<file path="config.mk">
export PLATFORM = sky130hd
export DESIGN_NAME = mc_ctrl
export DESIGN_NICKNAME = d
export VERILOG_FILES = /design/src/rtl/mc_ctrl.sv
export SDC_FILE = /design/constraint.sdc
export NUM_CORES = 1
export LEC_CHECK = 0
export CAP_MARGIN = 20
export CORE_MARGIN = 2
export CORE_UTILIZATION = 36
export DETAILED_ROUTE_END_ITERATION = 8
export GPL_TIMING_DRIVEN = 0
export PLACE_DENSITY = 0.8
export REMOVE_ABC_BUFFERS = 1
export SLEW_MARGIN = 20
export SYNTH_ARGS = -nofsm -noshare
export SYNTH_HDL_FRONTEND = slang
export SYNTH_SLANG_ARGS = --single-unit
export TNS_END_PERCENT = 5
</file>
<file path="constraint.sdc">
create_clock -name clk -period 1.65 [get_ports clk]
set_input_delay 0.33 -clock clk [delete_from_list [all_inputs] [get_ports clk]]
set_output_delay 0.33 -clock clk [all_outputs]
set_load 0.1 [all_outputs]
</file>
<file path="src/rtl/mc_ctrl.sv">
// Multi-cycle control FSM for the 16-bit processor: fetch/decode/exec/mem/wb sequencing.
// Optional performance counters are built when MC_CTRL_PERF_EN is defined.
module mc_ctrl #(
  parameter logic [3:0] HALT_OP = 4'hF
) (
  input  logic        clk,
  input  logic        rst_n,
  input  logic        run,
  input  logic [3:0]  opcode,
  input  logic        alu_zero,
  input  logic        mem_ready,
  output logic        mem_req,
  output logic        mem_we,
  output logic        ir_we,
  output logic        pc_we,
  output logic [1:0]  pc_sel,
  output logic        alu_src,
  output logic [1:0]  alu_op,
  output logic        reg_we,
  output logic        mem_to_reg,
  output logic        illegal,
  output logic        halted,
  output logic [15:0] cyc_cnt,
  output logic [15:0] ins_cnt
);
  typedef enum logic [2:0] {
    S_IDLE, S_FETCH, S_DECODE, S_EXEC, S_MEM, S_WB, S_HALT
  } state_t;

  localparam logic [3:0] OP_ADDI = 4'd4;
  localparam logic [3:0] OP_LW   = 4'd5;
  localparam logic [3:0] OP_SW   = 4'd6;
  localparam logic [3:0] OP_BEQ  = 4'd7;
  localparam logic [3:0] OP_JMP  = 4'd8;

  state_t     state_q, state_d;
  logic [3:0] opc_q, opc_d;

  always_ff @(posedge clk or negedge rst_n) begin
    if (!rst_n) begin
      state_q <= S_IDLE;
      opc_q   <= 4'd0;
    end else begin
      state_q <= state_d;
      opc_q   <= opc_d;
    end
  end

  // Handshake-qualified strobes (ir_we/pc_we in FETCH, taken BEQ) follow
  // mem_ready/alu_zero directly so they coincide with the completing cycle.
  always_comb begin
    state_d    = state_q;
    opc_d      = opc_q;
    mem_req    = 1'b0;
    mem_we     = 1'b0;
    ir_we      = 1'b0;
    pc_we      = 1'b0;
    pc_sel     = 2'b00;
    alu_src    = 1'b0;
    alu_op     = 2'b00;
    reg_we     = 1'b0;
    mem_to_reg = 1'b0;
    illegal    = 1'b0;
    halted     = 1'b0;
    case (state_q)
      S_IDLE: if (run) state_d = S_FETCH;
      S_FETCH: begin
        mem_req = 1'b1;
        if (mem_ready) begin
          ir_we   = 1'b1;
          pc_we   = 1'b1;
          opc_d   = opcode;
          state_d = S_DECODE;
        end
      end
      S_DECODE: begin
        if (opc_q == HALT_OP) state_d = S_HALT;
        else if (opc_q == OP_JMP) begin
          pc_we   = 1'b1;
          pc_sel  = 2'b10;
          state_d = S_FETCH;
        end else if (opc_q <= OP_BEQ) state_d = S_EXEC;
        else begin
          illegal = 1'b1;
          state_d = S_FETCH;
        end
      end
      S_EXEC: begin
        if (opc_q == OP_BEQ) begin
          alu_op  = 2'b01;
          state_d = S_FETCH;
          if (alu_zero) begin
            pc_we  = 1'b1;
            pc_sel = 2'b01;
          end
        end else if (opc_q >= OP_ADDI) begin
          alu_src = 1'b1;
          state_d = (opc_q == OP_ADDI) ? S_WB : S_MEM;
        end else begin
          alu_op  = opc_q[1:0];
          state_d = S_WB;
        end
      end
      S_MEM: begin
        mem_req = 1'b1;
        mem_we  = (opc_q == OP_SW);
        if (mem_ready) state_d = (opc_q == OP_SW) ? S_FETCH : S_WB;
      end
      S_WB: begin
        reg_we     = 1'b1;
        mem_to_reg = (opc_q == OP_LW);
        state_d    = S_FETCH;
      end
      S_HALT:  halted = 1'b1;
      default: state_d = S_IDLE;
    endcase
  end

`ifdef MC_CTRL_PERF_EN
  logic [15:0] cyc_q, cyc_d, ins_q, ins_d;
  logic        active, retire;

  always_comb begin
    active = (state_q != S_IDLE) && (state_q != S_HALT);
    retire = (state_d == S_FETCH) &&
             (state_q == S_DECODE || state_q == S_EXEC ||
              state_q == S_MEM    || state_q == S_WB);
    cyc_d  = active ? cyc_q + 16'd1 : cyc_q;
    ins_d  = retire ? ins_q + 16'd1 : ins_q;
  end

  always_ff @(posedge clk or negedge rst_n) begin
    if (!rst_n) begin
      cyc_q <= 16'd0;
      ins_q <= 16'd0;
    end else begin
      cyc_q <= cyc_d;
      ins_q <= ins_d;
    end
  end

  assign cyc_cnt = cyc_q;
  assign ins_cnt = ins_q;
`else
  assign cyc_cnt = 16'd0;
  assign ins_cnt = 16'd0;
`endif
endmodule

</file>
==> results.json <==
{
  "status": "finished with violations",
  "violations": "setup timing",
  "std_cell_rows": 17,
  "cts_tree": "yes",
  "critical-path-slowest-cell": "or3_4",
  "synthTopCellsByArea": "buf_4 (29%), dfrtp_1 (21%), buf_6 (5.4%)",
  "antenna_found_initial": 0,
  "finalHoldViolations": 0,
  "h-tree-depth": 1,
  "grt_pass1_vias": 688,
  "critPathTopFamily": "simple AND/OR/NAND/NOR gates",
  "critPathRequiredTime_ps": 1320,
  "detail_route.wl_per_cell_um": 11.9,
  "grt_overflow": 0,
  "min_path_type": "in2async",
  "critPathMaxStageDelay_ps": 390,
  "final_core_util": 0.539,
  "syn_area_per_cell_um2": 8.91,
  "critPathArrivalTime_ps": 1630,
  "grt_max_degree": 9,
  "muxShareOfSynthArea": 0.0785,
  "synthCells": 93,
  "holdWs_ps": 329,
  "drtIter0Drc": 6,
  "fmax_ghz": 0.509,
  "dp_slack_ps": -1290,
  "netlist.area_leader.share": 0.290,
  "drc_errors": 0,
  "synth_top_family_by_area": "buffers and inverters",
  "areaGrowthSynthToFinish_pct": 42.6,
  "die_area_um2": 2700,
  "numPortBuffers": 21,
  "final_common_cell": "conb_1",
  "cts.path.max_buffers": 2,
  "cts.reportedPaths.clkPinSlew_ps": 50,
  "layout.nets": 139,
  "synth_area_um2": 828,
  "clock_sinks": 7,
  "die_w_um": 52.0,
  "crit_fanout": 5,
  "synth-xor-area-share": 0.0211,
  "critical_path_class": "reg2out",
  "cap_violations": 0,
  "finalSetupViolCount": 12,
  "cp-end-kind": "primary output",
  "fin_ws_ps": -313,
  "core-area_um2": 2190,
  "ios": 54,
  "yosysSeqAreaShare": 0.211,
  "rsz0062_at_grt": "yes",
  "mostFrequentLayoutCells": "conb_1 (32), buf_4 (18), buf_6 (9)",
  "synth_simple_gate_area_frac": 0.245,
  "min_period_ps": 1960,
  "antenna_cells": 0,
  "path_buf_inv": 2,
  "final-max-slew-violation-count": 0,
  "crit_path_start_kind": "flop",
  "vias_per_cell": 4.36,
  "yosys_warnings": 0,
  "layout-drive-gt1-share": 0.457,
  "fin_crit_sh": 1.19,
  "fp.dieH_um": 52.0,
  "crit_chain": "buf_6 -> and2b_4 -> and2_4 -> or3_4 -> buf_12",
  "clock_latency_ps": 250,
  "clockRootBuffer": "clkbuf_4",
  "skew_ps": 3.30,
  "cts_buffers": 3,
  "firstDrtPassIters": 4,
  "synth_top_area_cell": "buf_4",
  "ys_seq_elements": 7,
  "dpl.cell_count": 134,
  "ant_nets": 0,
  "start_util": 0.378,
  "ctsHoldBuffers": 0,
  "ys_types": 36,
  "drt-total-wl_um": 1860,
  "final_cell_count_no_fill": 157,
  "hpwl_um": 1070,
  "synthAdderAreaFrac": 0,
  "vias": 684,
  "synth_compound_area_frac": 0.0680,
  "grt_pass1_wl_um": 2900,
  "grtUsageTotal": 0.145,
  "gp_congestion": 0.779
}
[final timing paths]
kind                            start  endpoint  slack, ps  cells past startpoint
hold / removal                  rst_n  opc_q[3]        330                      1
max in group asynchronous       rst_n  opc_q[2]       1070                      1
setup reg to reg           state_q[2]  opc_q[0]        130                      5
setup / recovery           state_q[2]     pc_we       -310                      5
min in group clk             opc_q[0]  opc_q[0]        670                      2
hold reg to reg              opc_q[0]  opc_q[0]        670                      2
[cell type report]
class / instances / area [um2]
repair buffers: 40 / 415
inverters: 2 / 7.51
flip-flops and latches: 7 / 184
fillers: 196 / 1010
clock buffers: 4 / 26.3
multi-input cells: 76 / 513
well taps: 28 / 35.0
[state kept, by name, indices dropped and copies added (netlist names)]
name	cells
state_q	3
opc_q	4
[cells in the mapped netlist]
cell type  number
a21oi_1         2
a221oi_1        1
a31o_2          1
and2_1          1
and2b_4         1
and3_1          3
and3_4          1
and3b_1         1
and4bb_4        1
buf_2           3
buf_4          32
buf_6           4
conb_1          1
dfrtp_1         7
inv_1           2
mux2_1          1
mux2_2          3
mux2i_1         2
nand2_1         2
nand2b_1        2
nand3b_1        1
nand4bb_1       2
nor2_1          1
nor2b_4         1
nor3_1          6
nor3b_1         1
nor4_1          1
o21ai_0         1
o22a_1          1
o22ai_1         1
o32ai_1         1
or2_2           1
or2b_1          1
or3_1           1
xnor2_1         1
xor2_1          1
[layer usage]
layer  vias up  part of all wire  wire [um]  global-route usage
met5         -                 0          0                   0
met3         4             0.071        133              0.0201
met2        41              0.56       1050               0.289
met1       315              0.35        643               0.141
li1        324                 -          -                   -
met4         0             0.018         33              0.0746
[cell families after synthesis]
logic type / count (synthesis)
buffers and inverters: 41
and+or+nand+nor: 28
AOI/OAI and AO/OA: 8
DFF: 7
muxes: 6
xor gates and xnor gates: 2
other: 1
[what timing repair did]
action,in CTS,in global routing
gates resized for setup,105,28
endpoints found under the setup margin,13,13
setup buffers,19,0
pin swaps,5,2
[stage by stage]
step | cell area (um2) | setup TNS, ps
finish | 1180 | -1980
global route | 1180 | -2610
CTS | 1110 | -2830
detailed placement | 890 | -11380
global placement | 890 | -11120
floorplan | 644 | -15810
Power is left out: the tool's default activity adds up to more than one toggle a clock period on the data nets, which glitch-free logic cannot reach.
